==> src/rtl/band_read_sequencer.sv <==
// LED band read sequencer: on col_start fetches one column of band memory in
// address order and streams it out through a small FWFT FIFO with credit-gated reads.
module band_read_sequencer #(
   parameter int ADDR_W        = 15,
   parameter int COL_W         = 9,
   parameter int BYTES_PER_COL = 64,
   parameter int RD_LAT        = 1,
   parameter int FIFO_DEPTH    = 4
) (
   input  logic              clk,
   input  logic              rst,
   input  logic              col_start,
   input  logic [COL_W-1:0]  col_idx,
   output logic              read,
   output logic [ADDR_W-1:0] r_addr,
   input  logic [7:0]        r_data,
   output logic [7:0]        out_data,
   output logic              out_valid,
   input  logic              out_ready,
   output logic              out_last,
   output logic              busy,
   output logic              done,
   output logic              overrun
);
   localparam int BW = $clog2(BYTES_PER_COL);
   localparam int PW = $clog2(FIFO_DEPTH);
   localparam int CW = $clog2(FIFO_DEPTH + RD_LAT + 1) + 1;

   if (COL_W + BW != ADDR_W) begin : g_bad_addr_w
      $error("band_read_sequencer: COL_W + log2(BYTES_PER_COL) must equal ADDR_W");
   end
   if ((RD_LAT < 1) || (RD_LAT > 3)) begin : g_bad_rd_lat
      $error("band_read_sequencer: RD_LAT must be 1..3");
   end
   if ((FIFO_DEPTH < RD_LAT + 1) || ((1 << PW) != FIFO_DEPTH)) begin : g_bad_depth
      $error("band_read_sequencer: FIFO_DEPTH must be a power of two >= RD_LAT+1");
   end

   typedef enum logic [1:0] {IDLE, FETCH, DRAIN} state_t;

   state_t            state_q, state_d;
   logic [COL_W-1:0]  col_q, col_d;
   logic [BW-1:0]     byte_cnt_q, byte_cnt_d;
   logic [RD_LAT-1:0] infl_q, infl_d;
   logic [RD_LAT-1:0] infl_last_q, infl_last_d;
   logic [PW-1:0]     wr_ptr_q, wr_ptr_d;
   logic [PW-1:0]     rd_ptr_q, rd_ptr_d;
   logic [CW-1:0]     cnt_q, cnt_d;
   logic [8:0]        fifo_mem [FIFO_DEPTH];

   logic              emerge, emerge_last, fifo_empty;
   logic              pop, wr_en, rd_en, can_issue;
   logic [8:0]        head;
   logic [CW-1:0]     infl_cnt, occ;

   // FIFO head falls through from the returning read when the buffer is empty,
   // so a byte can leave in the same cycle it comes back from memory.
   always_comb begin
      emerge      = infl_q[RD_LAT-1];
      emerge_last = infl_last_q[RD_LAT-1];
      fifo_empty  = (cnt_q == '0);
      out_valid   = !fifo_empty || emerge;
      head        = fifo_empty ? {emerge_last, r_data} : fifo_mem[rd_ptr_q];
      out_data    = out_valid ? head[7:0] : 8'h00;
      out_last    = out_valid & head[8];
      pop         = out_valid & out_ready;
      wr_en       = emerge & !(fifo_empty & pop);
      rd_en       = pop & !fifo_empty;
      wr_ptr_d    = wr_en ? wr_ptr_q + PW'(1) : wr_ptr_q;
      rd_ptr_d    = rd_en ? rd_ptr_q + PW'(1) : rd_ptr_q;
      cnt_d       = cnt_q + CW'(wr_en) - CW'(rd_en);
   end

   // Credits: everything buffered or still in flight, less this cycle's pop,
   // must leave room for one more byte before a read may issue.
   always_comb begin
      infl_cnt = '0;
      for (int i = 0; i < RD_LAT; i++) begin
         infl_cnt = infl_cnt + CW'(infl_q[i]);
      end
      occ       = cnt_q + infl_cnt - CW'(pop);
      can_issue = (occ < CW'(FIFO_DEPTH));
   end

   always_comb begin
      state_d    = state_q;
      col_d      = col_q;
      byte_cnt_d = byte_cnt_q;
      read       = 1'b0;
      done       = 1'b0;
      overrun    = 1'b0;
      unique case (state_q)
         IDLE: begin
            if (col_start) begin
               col_d      = col_idx;
               byte_cnt_d = '0;
               state_d    = FETCH;
            end
         end
         FETCH: begin
            overrun = col_start;
            if (can_issue) begin
               read       = 1'b1;
               byte_cnt_d = byte_cnt_q + BW'(1);
               if (byte_cnt_q == '1) state_d = DRAIN;
            end
         end
         DRAIN: begin
            overrun = col_start;
            if (pop && out_last) begin
               done    = 1'b1;
               state_d = IDLE;
            end
         end
         default: state_d = IDLE;
      endcase
   end

   always_comb begin
      infl_d      = (infl_q << 1) | RD_LAT'(read);
      infl_last_d = (infl_last_q << 1) | RD_LAT'(read && (byte_cnt_q == '1));
   end

   assign r_addr = {col_q, byte_cnt_q};
   assign busy   = (state_q != IDLE);

   always_ff @(posedge clk or posedge rst) begin
      if (rst) begin
         state_q     <= IDLE;
         col_q       <= '0;
         byte_cnt_q  <= '0;
         infl_q      <= '0;
         infl_last_q <= '0;
         wr_ptr_q    <= '0;
         rd_ptr_q    <= '0;
         cnt_q       <= '0;
      end else begin
         state_q     <= state_d;
         col_q       <= col_d;
         byte_cnt_q  <= byte_cnt_d;
         infl_q      <= infl_d;
         infl_last_q <= infl_last_d;
         wr_ptr_q    <= wr_ptr_d;
         rd_ptr_q    <= rd_ptr_d;
         cnt_q       <= cnt_d;
      end
   end

   always_ff @(posedge clk) begin
      if (wr_en) fifo_mem[wr_ptr_q] <= {emerge_last, r_data};
   end

endmodule

==> config.mk <==
export PLATFORM = sky130hd
export DESIGN_NAME = band_read_sequencer
export DESIGN_NICKNAME = d
export VERILOG_FILES = /design/src/rtl/band_read_sequencer.sv
export SDC_FILE = /design/constraint.sdc
export NUM_CORES = 1
export LEC_CHECK = 0
export CORE_ASPECT_RATIO = 2
export CORE_MARGIN = 2
export CORE_UTILIZATION = 40
export CTS_BUF_LIST = sky130_fd_sc_hd__clkbuf_16
export DETAILED_ROUTE_END_ITERATION = 16
export REMOVE_ABC_BUFFERS = 1
export SLEW_MARGIN = 10
export SYNTH_ARGS = -nofsm -noshare
export SYNTH_HDL_FRONTEND = slang
export SYNTH_SLANG_ARGS = --single-unit
==> constraint.sdc <==
create_clock -name clk -period 4.5 [get_ports clk]
set_clock_uncertainty 0.15 [all_clocks]
set_input_delay 0.675 -clock clk [delete_from_list [all_inputs] [get_ports clk]]
set_output_delay 0.675 -clock clk [all_outputs]
set_load 0.02 [all_outputs]
Yosys cells after proc, flatten, opt, wreduce, memory -nomap -nowiden. Memory sizes are Yosys's and may differ from the RTL's. Cells that the tools add are included.

Logic and storage cells: 59. Memories kept: 1. Bits in writable memories: 36. Flip-flop bits (word level): 27.

Memory list: fifo_mem (words 4, width 9, read ports 1, clocked after Yosys merged registers in 0, write ports 1, RTL line 49) `logic [8:0] fifo_mem [FIFO_DEPTH];`.

Bitwise gates (word level): 5. Reduce and logical (&&, ||, !) cells: 13. Magnitude comparators: 1. Equality and inequality tests: 7. Add/sub/neg operators: 7. Mux-type cells: 17.

Operators by type and width (count): two-way mux 6 bit (2); case mux 6 bit (2 select lines) (1); two-way mux 9 bit (1); adder 4 x 1 -> 4 bit (2); two-way mux 2 bit (4); two-way mux 8 bit (1); != test 2 bit, second input constant (4); subtractor 4 x 1 -> 4 bit (2); two-way mux 1 bit (7); adder 6 x 1 -> 6 bit, second input constant (1); equality test 6 bit, second input constant (1); case mux 2 bit (3 select lines) (1); AND 1 bit (5); adder 2 x 1 -> 2 bit, second input constant (2); zero test 4 bit (1); less-than comparator 4 x 3 -> 1 bit, second input constant (1); AND reduction 4 bit (1); nonzero test 2 bit (2); AND reduction 3 bit (1); equality test 2 x 1 -> 1 bit, second input constant (1); equality test 2 bit, second input constant (1); logical AND 1 bit (2); zero test 1 bit (2); zero test 2 bit (1); 3 further kinds (3).

Logic depth before layout (Yosys ltp). Gate-level depths: netlist (run 1).

Depth after elaboration: 9. Depth in mapped cells: 15. Mapped depth without buffers: 14.

Worst setup path after synthesis (run 1). Ideal clock, no wire load.

Path type: reg-to-output. Start: register cnt_q[2]. End: output read. Required time: 3.675 ns. Stages on the path, launching flop included: 15. Setup slack: 0.678 ns. Data arrival time: 2.997 ns. Buffers on the path: 1. Cell sequence: dfrtp_1 -> inv_1 -> ha_1 -> or3b_1 -> buf_2 -> inv_1 -> nand2_1 -> and2_1 -> ha_1 -> inv_1 -> ha_1 -> and3b_1 -> or4_4 -> and2_1 -> nor2_1.

Longest elaborated chain between the ends: 8. Elaborated cells between the ends (all ways): 9. Classes of those cells: 2 x add/sub; 1 x order compare; 2 x mux; 1 x bitwise; 3 x reduce/logical.

RTL lines: from (decl) (RTL line 48) `logic [CW-1:0] cnt_q, cnt_d;`; from (signal assigned) (RTL line 145) `cnt_q <= cnt_d;`; zero test 4 bit (RTL line 61) `fifo_empty = (cnt_q == '0);`; zero test 1 bit (RTL line 62) `out_valid = !fifo_empty || emerge;`; logical OR 1 bit (RTL line 62); net out_valid (RTL line 18) `output logic out_valid,`; AND 1 bit (RTL line 66) `pop = out_valid & out_ready;`; subtractor 4 x 1 -> 4 bit (RTL line 81) `occ = cnt_q + infl_cnt - CW'(pop);`; less-than comparator 4 x 3 -> 1 bit (RTL line 82) `can_issue = (occ < CW'(FIFO_DEPTH));`; two-way mux 1 bit (RTL line 102) `if (can_issue) begin`; two-way mux 1 bit (RTL line 92) `unique case (state_q)`; to (decl) (RTL line 14) `output logic read,`.

The timed path passes the listed nets, and every way through them passes these cells.

Final worst setup path (run 1).
Start: register cnt_q[2]. End: output read.

Longest elaborated chain between the ends: 8. Elaborated cells between the ends (all ways): 9. Classes of those cells: 2 x add/sub; 1 x order compare; 2 x mux; 1 x bitwise; 3 x reduce/logical.

RTL lines (RTL line): branches (longest 4 deep; another with adder 4 x 1 -> 4 bit); subtractor 4 x 1 -> 4 bit * (81); less-than comparator 4 x 3 -> 1 bit * (82); two-way mux 1 bit * (102); two-way mux 1 bit * (92).

Mark *: on every way between the ends.

==> results of run 1 <==
synth_stat cells (2+ instances only):
cell | instances | share of area, %
mux2_2 | 10 | 3.8
a311oi_1 | 2 | 0.60
a21o_1 | 2 | 0.51
xor2_1 | 2 | 0.60
edfxtp_1 | 36 | 37
o21ai_0 | 11 | 1.9
dfrtp_1 | 27 | 23
a21oi_1 | 2 | 0.34
nor2_1 | 7 | 0.90
and2_1 | 9 | 1.9
buf_2 | 3 | 0.51
mux4_2 | 9 | 6.9
xnor2_1 | 6 | 1.8
nand2_1 | 24 | 3.1
ha_1 | 16 | 6.8
inv_1 | 19 | 2.4
clkbuf_1 | 3 | 0.38
cells by family (layout without fill, tap and decap cells):
| family | Yosys count | in the layout | synth area share, % |
|---|---|---|---|
| buffers and inverters | 26 | 86 | 3.46 |
| AOI/OAI and AO/OA | 27 | 27 | 6.41 |
| xor gates and xnor gates | 8 | 8 | 2.39 |
| DFF | 63 | 63 | 60.0 |
| and+or+nand+nor | 50 | 50 | 8.51 |
| adders and majority gates | 17 | 17 | 7.52 |
| muxes | 21 | 21 | 11.7 |
per-stage QoR:
step	cell area [um^2]	total power (uW)	hold slack, ps
after floorplan	2900	1500	319
after global placement	3520	1890	335
after detailed placement	3520	1910	344
after CTS	3810	2570	356
after global routing	3810	2700	365
final	3810	2540	353
sequential cells by signal, summed over array words and instances, names as in the netlist:
signal and count:
wr_ptr_q 2, fifo_mem 36, rd_ptr_q 2, emerge 1, state_q 2, cnt_q 4, col_q 9, byte_cnt_q 6
emerge_last 1
per-layer routing:
| layer | up-vias | part of all wire, % |
|---|---|---|
| met2 | 33 | 52 |
| li1 | 870 | - |
| met5 | - | 0 |
| met4 | 0 | 2.3 |
| met3 | 7 | 3.5 |
| met1 | 850 | 42 |
timing repair:
item,4_1_cts,5_1_grt
endpoints found under the setup margin,1,0
resized for setup,1,0
buffers inserted,0,0
cell usage in the layout, fill, tap and decap left out, types with 2 or more instances in the layout:
cell type,instances
o21ai_0,11
clkinv_2,3
xnor2_1,6
buf_4,2
nand2_1,24
xor2_1,2
and2_1,9
mux4_2,9
dfrtp_1,27
a311oi_1,2
a21o_1,2
clkbuf_16,9
nor2_1,7
ha_1,16
clkdlybuf4s50_1,48
edfxtp_1,36
a21oi_1,2
inv_1,20
mux2_2,10
worst register-to-register path, delay by kind of cell, from the launching register on:
family | cells | cell delay [ps]
adders and majority gates | 3 | 520
muxes | 1 | 340
AOI/OAI and AO/OA | 2 | 560
DFF | 1 | 350
and+or+nand+nor | 5 | 1270
buffers and inverters | 3 | 210
how the worst max path moves through the flow:
stage          endpoint  slack, ps  startpoint  cells past startpoint
2_1_floorplan      read        560    cnt_q[2]                     13
5_1_grt            read        100    cnt_q[2]                     14
3_5_place_dp       read        190   out_ready                     10
6_report           read        310    cnt_q[2]                     14
3_3_place_gp       read        280   out_ready                     10
4_1_cts            read        270    cnt_q[2]                     14
final cells by class:
class,instances,area [um^2],share of cell area [%]
Clock buffer,9,225,5.92
Timing Repair Buffer,51,504,13.2
Clock inverter,7,65.1,1.71
Inverter,19,71.3,1.87
Sequential cell,63,1760,46.2
Multi-Input combinational cell,123,1070,28.1
Tap cell,92,115,3.02
power by group through the flow:
| stage | Clock (uW) | Combinational (uW) | Sequential, uW |
|---|---|---|---|
| 2_1_floorplan | 0 | 609 | 893 |
| 3_3_place_gp | 0 | 1060 | 826 |
| 3_5_place_dp | 0 | 1070 | 835 |
| 4_1_cts | 676 | 1080 | 824 |
| 5_1_grt | 702 | 1160 | 838 |
| 6_report | 663 | 1060 | 819 |
==> flow_metrics.env, run 1 <==
export IMPL_path_clk_slew_ps=50
export IMPL_ys_warn_count=0
export IMPL_num_vias=1760
export IMPL_syn_inst=212
export IMPL_ir_drop_mv=0.396
export IMPL_diodes=0
export IMPL_power_switching_uw=851
export IMPL_die_h_um=125
export IMPL_tritoncts="yes"
export IMPL_placedCellCount=348
export IMPL_setup_slack_ps=307
export IMPL_cts_sinks=63
export IMPL_worstSetupPathType="flop to primary output"
export IMPL_dieArea_um2=8060
export IMPL_grt_pass1_vias=1797
export IMPL_fin_crit_sh_pct=93.2
export IMPL_clock_path_buffers=2
export IMPL_clock_latency_ps=320
export IMPL_synth_cell_types=41
export IMPL_wl_um=5420
export IMPL_grt_max_degree=28
export IMPL_critPathRequiredTime_ps=3670
export IMPL_worst_hold_path_endpoint="col_q[0]"
export IMPL_avgSynthCellArea_um2=13.8
export IMPL_r2r_start="cnt_q[2]"
export IMPL_reg2regPathDepth=14
export IMPL_async_reset_ff_share_pct=42.9
export IMPL_drive_gt1_share_pct=14.7
export IMPL_fin_util_pct=53.2
export IMPL_critical_path_buf_inv_count=4
export IMPL_tightestPinTransition_ps=1020
export IMPL_wire_per_inst_um=14.9
export IMPL_numCtsBuffers=9
export IMPL_finalHoldViolCount=0
export IMPL_h_tree_depth=3
export IMPL_cp_slowest_stage_delay_ps=500
export IMPL_hold_path_class="flop to flop"
export IMPL_slew_headroom_pct=32.2
export IMPL_rsz0062_at_grt="false"
export IMPL_leakagePower_uw=0.00152
export IMPL_setup_violations_final=0
export IMPL_detail_route_iter0_violations=76
export IMPL_pin_count=50
export IMPL_nFillCells=642
export IMPL_arrival_ps=3370
export IMPL_crit_chain="inv_1, ha_1, or3b_1, inv_1, nand2_1, and2_1, ha_1, inv_1, ha_1, and3b_1, or4_4, and2_1, nor2_1, dlygate4sd2_1"
export IMPL_synth_ff_type="edfxtp_1"
export IMPL_drv_cap=0
export IMPL_status="finished clean"
export IMPL_grt_overflow_total=0
export IMPL_place_ws_ps=186
export IMPL_power_density_nw_per_um2=667
export IMPL_ys_seq_elements=63
export IMPL_grt_antenna_before_repair=0
export IMPL_worstHoldStart="col_q[0]"
export IMPL_use_met1_pct=18.7
export IMPL_internal_power_uw=1690
export IMPL_hold_buffers=0
export IMPL_cpMaxStageDelayCell="or4_4"
export IMPL_grt_use_met2_pct=25.1
export IMPL_area_growth_pct=30.1
export IMPL_r2r_end="state_q[0]"
export IMPL_slew_viol_final=0
export IMPL_drc=0
export IMPL_p_comb_share_pct=41.6
export IMPL_fin_crit_ps=4190
export IMPL_start_kind="flop"
export IMPL_fin_cells=364
export IMPL_track_usage_pct=15.5
export IMPL_viasPerCell=4.84
export IMPL_die_w_um=64.5
export IMPL_switching_share_pct=33.5
export IMPL_start_util_pct=40.9
export IMPL_timing_fmax_mhz=239
export IMPL_synth_edf_count=36
export IMPL_seq_area_frac_synth_pct=60.0
export IMPL_critPathMaxFanout=4
export IMPL_clkPwrFrac_pct=26.1
export IMPL_tns_ps=0
export IMPL_ant_nets=0
export IMPL_gr_max_usage_layer="met2"
export IMPL_first_pass_iters=4
export IMPL_holdPathStages=1
export IMPL_grt_pass1_wl_um=9200
export IMPL_crit_family="simple AND/OR/NAND/NOR gates"
export IMPL_dp_hpwl_um=3750
export IMPL_p_seq_share_pct=32.3
export IMPL_nNetsFinal=305
export IMPL_cts_root_buf="clkbuf_16"
export IMPL_place_gp_congestion=0.797
export IMPL_portBuffers=49
export IMPL_coreArea_um2=7160
export IMPL_grt_use_met3_pct=4.14
export IMPL_r2r_slack_ps=990
export IMPL_synth_area_um2=2930
export IMPL_end_kind="primary output"
export IMPL_rows=44
No activity file was read; power rests on OpenSTA's default activity.
==> run 2: changes to the inputs <==
--- a/config.mk
+++ b/config.mk
@@ -7,9 +7,11 @@
 export LEC_CHECK = 0
 export CORE_ASPECT_RATIO = 2
 export CORE_MARGIN = 2
-export CORE_UTILIZATION = 40
+export CORE_UTILIZATION = 47
 export CTS_BUF_LIST = sky130_fd_sc_hd__clkbuf_16
+export CTS_CLUSTER_SIZE = 8
 export DETAILED_ROUTE_END_ITERATION = 16
+export PLACE_DENSITY = 0.72
 export REMOVE_ABC_BUFFERS = 1
 export SLEW_MARGIN = 10
 export SYNTH_ARGS = -nofsm -noshare
==> constraint.sdc (replaced) <==
create_clock -name clk -period 3.9 [get_ports clk]
set_clock_uncertainty 0.15 [all_clocks]
set_input_delay 0.585 -clock clk [delete_from_list [all_inputs] [get_ports clk]]
set_output_delay 0.585 -clock clk [all_outputs]
set_load 0.02 [all_outputs]
==> run 2 against run 1 <==
Against the previous run: count of clock-buffer cells in the layout is the same; register-to-register slack lost 730 ps; die area shrank 14%; critical path type unchanged; global-route usage grew 3.0 points; combinational power grew 29%; non-clock buffer count grew 11.
==> flow_metrics.env, run 2 (synthesis gave the netlist of run 1 again) <==
export IMPL_reg2regPathDepth=15
export IMPL_drv_cap=0
export IMPL_start_util_pct=48.7
export IMPL_final_common_cell="clkdlybuf4s50_1"
export IMPL_wl_um=5490
export IMPL_worstSetupPathDepth=14
export IMPL_largest_register_ffs=36
export IMPL_top_regs="fifo_mem (36), col_q (9), byte_cnt_q (6)"
export IMPL_end_kind="primary output"
export IMPL_area_growth_pct=31.3
export IMPL_grt_pass1_wl_um=9180
export IMPL_route_met2_wl_um=2960
export IMPL_clock_latency_ps=320
export IMPL_r2r_slack_ps=260
export IMPL_path_clk_slew_ps=50
export IMPL_crit_chain="inv_2, ha_2, or3b_4, inv_2, nand2_2, and2_4, ha_2, inv_2, ha_1, and3b_1, or4_4, and2_4, nor2_4, buf_6"
export IMPL_coreArea_um2=6010
export IMPL_dieArea_um2=6910
export IMPL_viasPerCell=5.39
export IMPL_nFillCells=471
export IMPL_place_gp_congestion=0.747
export IMPL_p_comb_share_pct=46.0
export IMPL_drc=0
export IMPL_grt_antenna_before_repair=0
export IMPL_track_usage_pct=18.5
export IMPL_dp_hpwl_um=3910
export IMPL_tightestPinTransition_ps=1040
export IMPL_die_w_um=59.8
export IMPL_fin_crit_sh_pct=96.9
export IMPL_slew_headroom_pct=30.9
export IMPL_cp_slowest_stage_delay_ps=510
export IMPL_grt_overflow_total=0
export IMPL_r2r_start="cnt_q[2]"
export IMPL_h_tree_depth=3
export IMPL_nNetsFinal=316
export IMPL_cts_root_buf="clkbuf_16"
export IMPL_fin_cells=346
export IMPL_path_common_cell="inv_2"
export IMPL_fin_crit_ps=3780
export IMPL_die_h_um=116
export IMPL_route_met3_wl_um=287
export IMPL_r2r_end="state_q[0]"
export IMPL_diodes=0
export IMPL_critPathRequiredTime_ps=3160
export IMPL_placedCellCount=329
export IMPL_clock_path_buffers=2
export IMPL_drt_met1_wl_um=2080
export IMPL_critical_path_buf_inv_count=4
export IMPL_num_vias=1866
export IMPL_hold_path_class="flop to flop"
export IMPL_setup_violations_final=0
export IMPL_hold_buffers=0
export IMPL_ir_drop_mv=0.411
export IMPL_drive_gt1_share_pct=20.5
export IMPL_grt_max_degree=28
export IMPL_finalHoldViolCount=0
export IMPL_multiInputGateArea_um2=1090
export IMPL_worstSetupPathType="flop to primary output"
export IMPL_switching_share_pct=33.8
export IMPL_rows=40
export IMPL_first_pass_iters=5
export IMPL_critPathMaxFanout=2
export IMPL_wire_per_inst_um=15.9
export IMPL_total_power_uw=2990
export IMPL_tritoncts="yes"
export IMPL_crit_family="simple AND/OR/NAND/NOR gates"
export IMPL_power_density_nw_per_um2=778
export IMPL_p_seq_share_pct=31.4
export IMPL_arrival_ps=3050
export IMPL_leakagePower_uw=0.00155
export IMPL_start_kind="flop"
export IMPL_grt_pass1_vias=1939
export IMPL_ant_nets=0
export IMPL_clkPwrFrac_pct=22.6
export IMPL_timing_fmax_mhz=264
export IMPL_portBuffers=49
export IMPL_regMostFlops="fifo_mem"
export IMPL_pin_count=50
export IMPL_layout_common_cells="clkdlybuf4s50_1 (48), edfxtp_1 (36), dfrtp_1 (27)"
export IMPL_slew_viol_final=0
export IMPL_crit_start="cnt_q[2]"
export IMPL_numCtsBuffers=9
export IMPL_power_switching_uw=1010
export IMPL_status="finished clean"
export IMPL_register_area_um2=1760
export IMPL_internal_power_uw=1980
export IMPL_cts_sinks=63
export IMPL_detail_route_iter0_violations=56
export IMPL_crit_path_end="read"
export IMPL_dr_max_layer_used="met4"
export IMPL_cpMaxStageDelayCell="or4_4"
run 2: power groups by stage:
| stage | clock [uW] | combinational [uW] | sequential [uW] |
|---|---|---|---|
| 4_1_cts | 695 | 1340 | 940 |
| 2_1_floorplan | 0 | 701 | 1030 |
| 5_1_grt | 727 | 1510 | 959 |
| 6_report | 677 | 1370 | 938 |
| 3_5_place_dp | 0 | 1330 | 951 |
| 3_3_place_gp | 0 | 1310 | 945 |
run 2: per-stage QoR:
step / hold WS (ps) / cell area [um^2] / setup WS (ps) / setup TNS [ps] / utilization [%]
floorplan: 319 / 2900 / 53.3 / 0 / -
global placement: 333 / 3560 / -73.4 / -73.4 / 59.2
detailed placement: 347 / 3560 / -86.2 / -86.2 / 59.2
CTS: 359 / 3810 / 24.9 / 0 / 63.5
global route: 380 / 3840 / -4.74 / -4.74 / 64.0
finish: 354 / 3840 / 119 / 0 / 64.0
run 2: cell type report:
class	instances	share of cell area, %
clock buffers	9	5.86
clock inverters	7	0.814
inverters	19	1.86
multi-input cells	123	28.4
flip-flops and latches	63	45.7
well taps	63	2.05
repair buffers	62	15.3
run 2: worst min path at each step:
stage	from	end	slack, ps	cells after the start
floorplan	emerge_last	fifo_mem[0][8]	320	0
global placement	emerge_last	fifo_mem[2][8]	330	0
detailed placement	col_q[7]	col_q[7]	350	1
CTS	col_q[7]	col_q[7]	360	1
global route	col_q[4]	col_q[4]	380	1
finish	col_q[7]	col_q[7]	350	1
run 2: routing by layer:
layer / vias up / track usage (%)
li1: 884 / -
met1: 913 / 19.6
met2: 55 / 31.2
met3: 14 / 6.47
met4: 0 / 9.63
met5: - / 0
run 2: repair_timing:
action	in CTS	in global routing
pin swaps	0	5
resized for setup	6	11
endpoints found under the setup margin	1	1
hold endpoints to repair	0	0
setup buffers	0	1
==> run 3: changes to the inputs <==
--- a/config.mk
+++ b/config.mk
@@ -11,7 +11,7 @@
 export CTS_BUF_LIST = sky130_fd_sc_hd__clkbuf_16
 export CTS_CLUSTER_SIZE = 8
 export DETAILED_ROUTE_END_ITERATION = 16
-export PLACE_DENSITY = 0.72
+export PLACE_DENSITY = 0.75
 export REMOVE_ABC_BUFFERS = 1
 export SLEW_MARGIN = 10
 export SYNTH_ARGS = -nofsm -noshare
==> constraint.sdc (replaced) <==
create_clock -name clk -period 3.1 [get_ports clk]
set_clock_uncertainty 0.15 [all_clocks]
set_input_delay 0.465 -clock clk [delete_from_list [all_inputs] [get_ports clk]]
set_output_delay 0.465 -clock clk [all_outputs]
set_load 0.02 [all_outputs]
==> run 3 against run 2 <==
Against the previous run: the run now ends with setup timing left; critical path type unchanged; critical endpoint unchanged; combinational power rose by 50%; routed wire length increased by 15%; worst setup slack got worse by 610 ps; sequential cell count stayed put; register-to-register slack lost 710 ps; die area stayed put; core utilization increased by 4.9 points; critical path depth is the same; clock power increased by 26%; final area rose by 7.6%.
==> flow_metrics.env, run 3 (synthesis gave the netlist of run 1 again) <==
export IMPL_clock_path_buffers=2
export IMPL_r2r_slack_ps=-450
export IMPL_pin_count=50
export IMPL_largest_register_ffs=36
export IMPL_clock_latency_ps=330
export IMPL_nNetsFinal=344
export IMPL_portBuffers=49
export IMPL_critPathMaxFanout=2
export IMPL_status="complete, but fails checks"
export IMPL_tightestPinTransition_ps=478
export IMPL_numCtsBuffers=9
export IMPL_area_growth_pct=41.4
export IMPL_grt_use_met3_pct=6.47
export IMPL_wire_per_inst_um=16.9
export IMPL_drc=0
export IMPL_leakagePower_uw=0.00173
export IMPL_die_w_um=59.8
export IMPL_hold_buffers=0
export IMPL_rsz0062_at_grt="true"
export IMPL_grt_overflow_total=0
export IMPL_tritoncts="yes"
export IMPL_top_regs="fifo_mem (36), col_q (9), byte_cnt_q (6)"
export IMPL_dieArea_um2=6910
export IMPL_grt_antenna_before_repair=0
export IMPL_final_common_cell="clkdlybuf4s50_1"
export IMPL_grt_use_met2_pct=34.6
export IMPL_use_met1_pct=19.5
export IMPL_drive_gt1_share_pct=31.2
export IMPL_total_power_uw=4060
export IMPL_viasPerCell=5.40
export IMPL_num_vias=2021
export IMPL_finalHoldViolCount=0
export IMPL_hold_path_class="primary input to async pin"
export IMPL_diodes=0
export IMPL_slew_viol_final=0
export IMPL_critPathRequiredTime_ps=2480
export IMPL_power_density_nw_per_um2=982
export IMPL_worstSetupPathType="flop to primary output"
export IMPL_h_tree_depth=3
export IMPL_wl_um=6310
export IMPL_cts_sinks=63
export IMPL_grt_pass1_vias=2066
export IMPL_grt_pass1_wl_um=9630
export IMPL_coreArea_um2=6010
export IMPL_place_gp_congestion=0.789
export IMPL_arrival_ps=2980
export IMPL_cts_root_buf="clkbuf_16"
export IMPL_grt_max_degree=28
export IMPL_track_usage_pct=19.5
export IMPL_path_clk_slew_ps=50
export IMPL_slew_headroom_pct=68.1
export IMPL_end_kind="primary output"
export IMPL_layout_common_cells="clkdlybuf4s50_1 (46), edfxtp_1 (36), buf_4 (33)"
export IMPL_first_pass_iters=4
export IMPL_rows=40
export IMPL_drv_cap=0
export IMPL_violations="setup timing"
export IMPL_ant_nets=0
export IMPL_hold_slack_ps=349
export IMPL_setup_violations_final=14
export IMPL_setup_slack_ps=-492
export IMPL_ir_drop_mv=0.615
export IMPL_fin_crit_ps=3590
export IMPL_fin_crit_sh_pct=116
export IMPL_regMostFlops="fifo_mem"
export IMPL_dp_hpwl_um=4080
export IMPL_timing_fmax_mhz=278
export IMPL_detail_route_iter0_violations=83
export IMPL_start_util_pct=48.7
export IMPL_start_kind="flop"
export IMPL_gr_max_usage_layer="met2"
export IMPL_die_h_um=116
run 3: cell count changes in the layout (fill, tap and decap cells not counted), moves of 2 or more:
cell             before  now
a21oi_1               2    0
and2_1                7    3
and2_4                2    6
buf_4                13   33
buf_6                 1    9
clkdlybuf4s50_1      48   46
clkinv_1              4    1
ha_1                 14   12
ha_4                  0    3
inv_2                 3    5
run 3: area by class of cell:
cell class | count | area [um^2]
clock buffers | 9 | 225
clock inverters | 7 | 28.8
fillers | 429 | 1870
inverters | 19 | 71.3
multi-input cells | 124 | 1160
flip-flops and latches | 63 | 1760
well taps | 63 | 78.8
repair buffers | 89 | 818
run 3: final timing paths:
path,startpoint,endpoint,cells after the start
worst max-delay path,cnt_q[2],read,14
worst min-delay path,rst,rd_ptr_q[1],3
worst max register to register,cnt_q[2],state_q[0],15
worst min register to register,col_q[0],col_q[0],1
max in group asynchronous,rst,byte_cnt_q[1],3
min in group clk,col_q[0],col_q[0],1
run 3: routing by layer:
| layer | vias to the layer above | wire length [um] |
|---|---|---|
| met3 | 12 | 217 |
| li1 | 949 | - |
| met2 | 52 | 3550 |
| met5 | - | 0 |
| met4 | 0 | 170 |
| met1 | 1008 | 2370 |
run 3: stage by stage:
step | setup TNS (ps) | setup WS (ps) | cell area (um^2) | utilization (%) | cells
final | -4200 | -492 | 4140 | 68.9 | 374
after floorplan | -4430 | -635 | 2900 | - | 205
after global placement | -2630 | -720 | 3590 | 59.8 | 334
after global routing | -5750 | -573 | 4140 | 68.9 | 374
after CTS | -3590 | -531 | 4090 | 68.1 | 370
after detailed placement | -3160 | -750 | 3590 | 59.8 | 334
run 3: timing repair:
| action | 4_1_cts | 5_1_grt |
|---|---|---|
| resized for setup | 34 | 10 |
| endpoints found under the hold margin | 0 | 0 |
| setup endpoints to repair | 11 | 51 |
| pin swaps | 9 | 12 |
| buffers inserted | 20 | 4 |
| gates cloned | 0 | 1 |
run 3: power by group:
group / leakage (uW) / switching, uW / total [uW] / internal [uW]
logic: 0.000924 / 954 / 2050 / 1090
clock network: 0.000142 / 331 / 852 / 521
registers: 0.000663 / 92.4 / 1160 / 1070
total: 0.00173 / 1380 / 4060 / 2680
run 3: worst max-delay path: stages, from the launching register on:
cell and delay, ps:
dfrtp_1 370, inv_2 80, ha_4 120, or3b_4 370, inv_2 80, nand2_2 70
and2_4 150, ha_4 150, inv_2 60, ha_4 180, and3b_1 170, or4_4 480
and2_4 160, nor2_4 100, buf_6 120
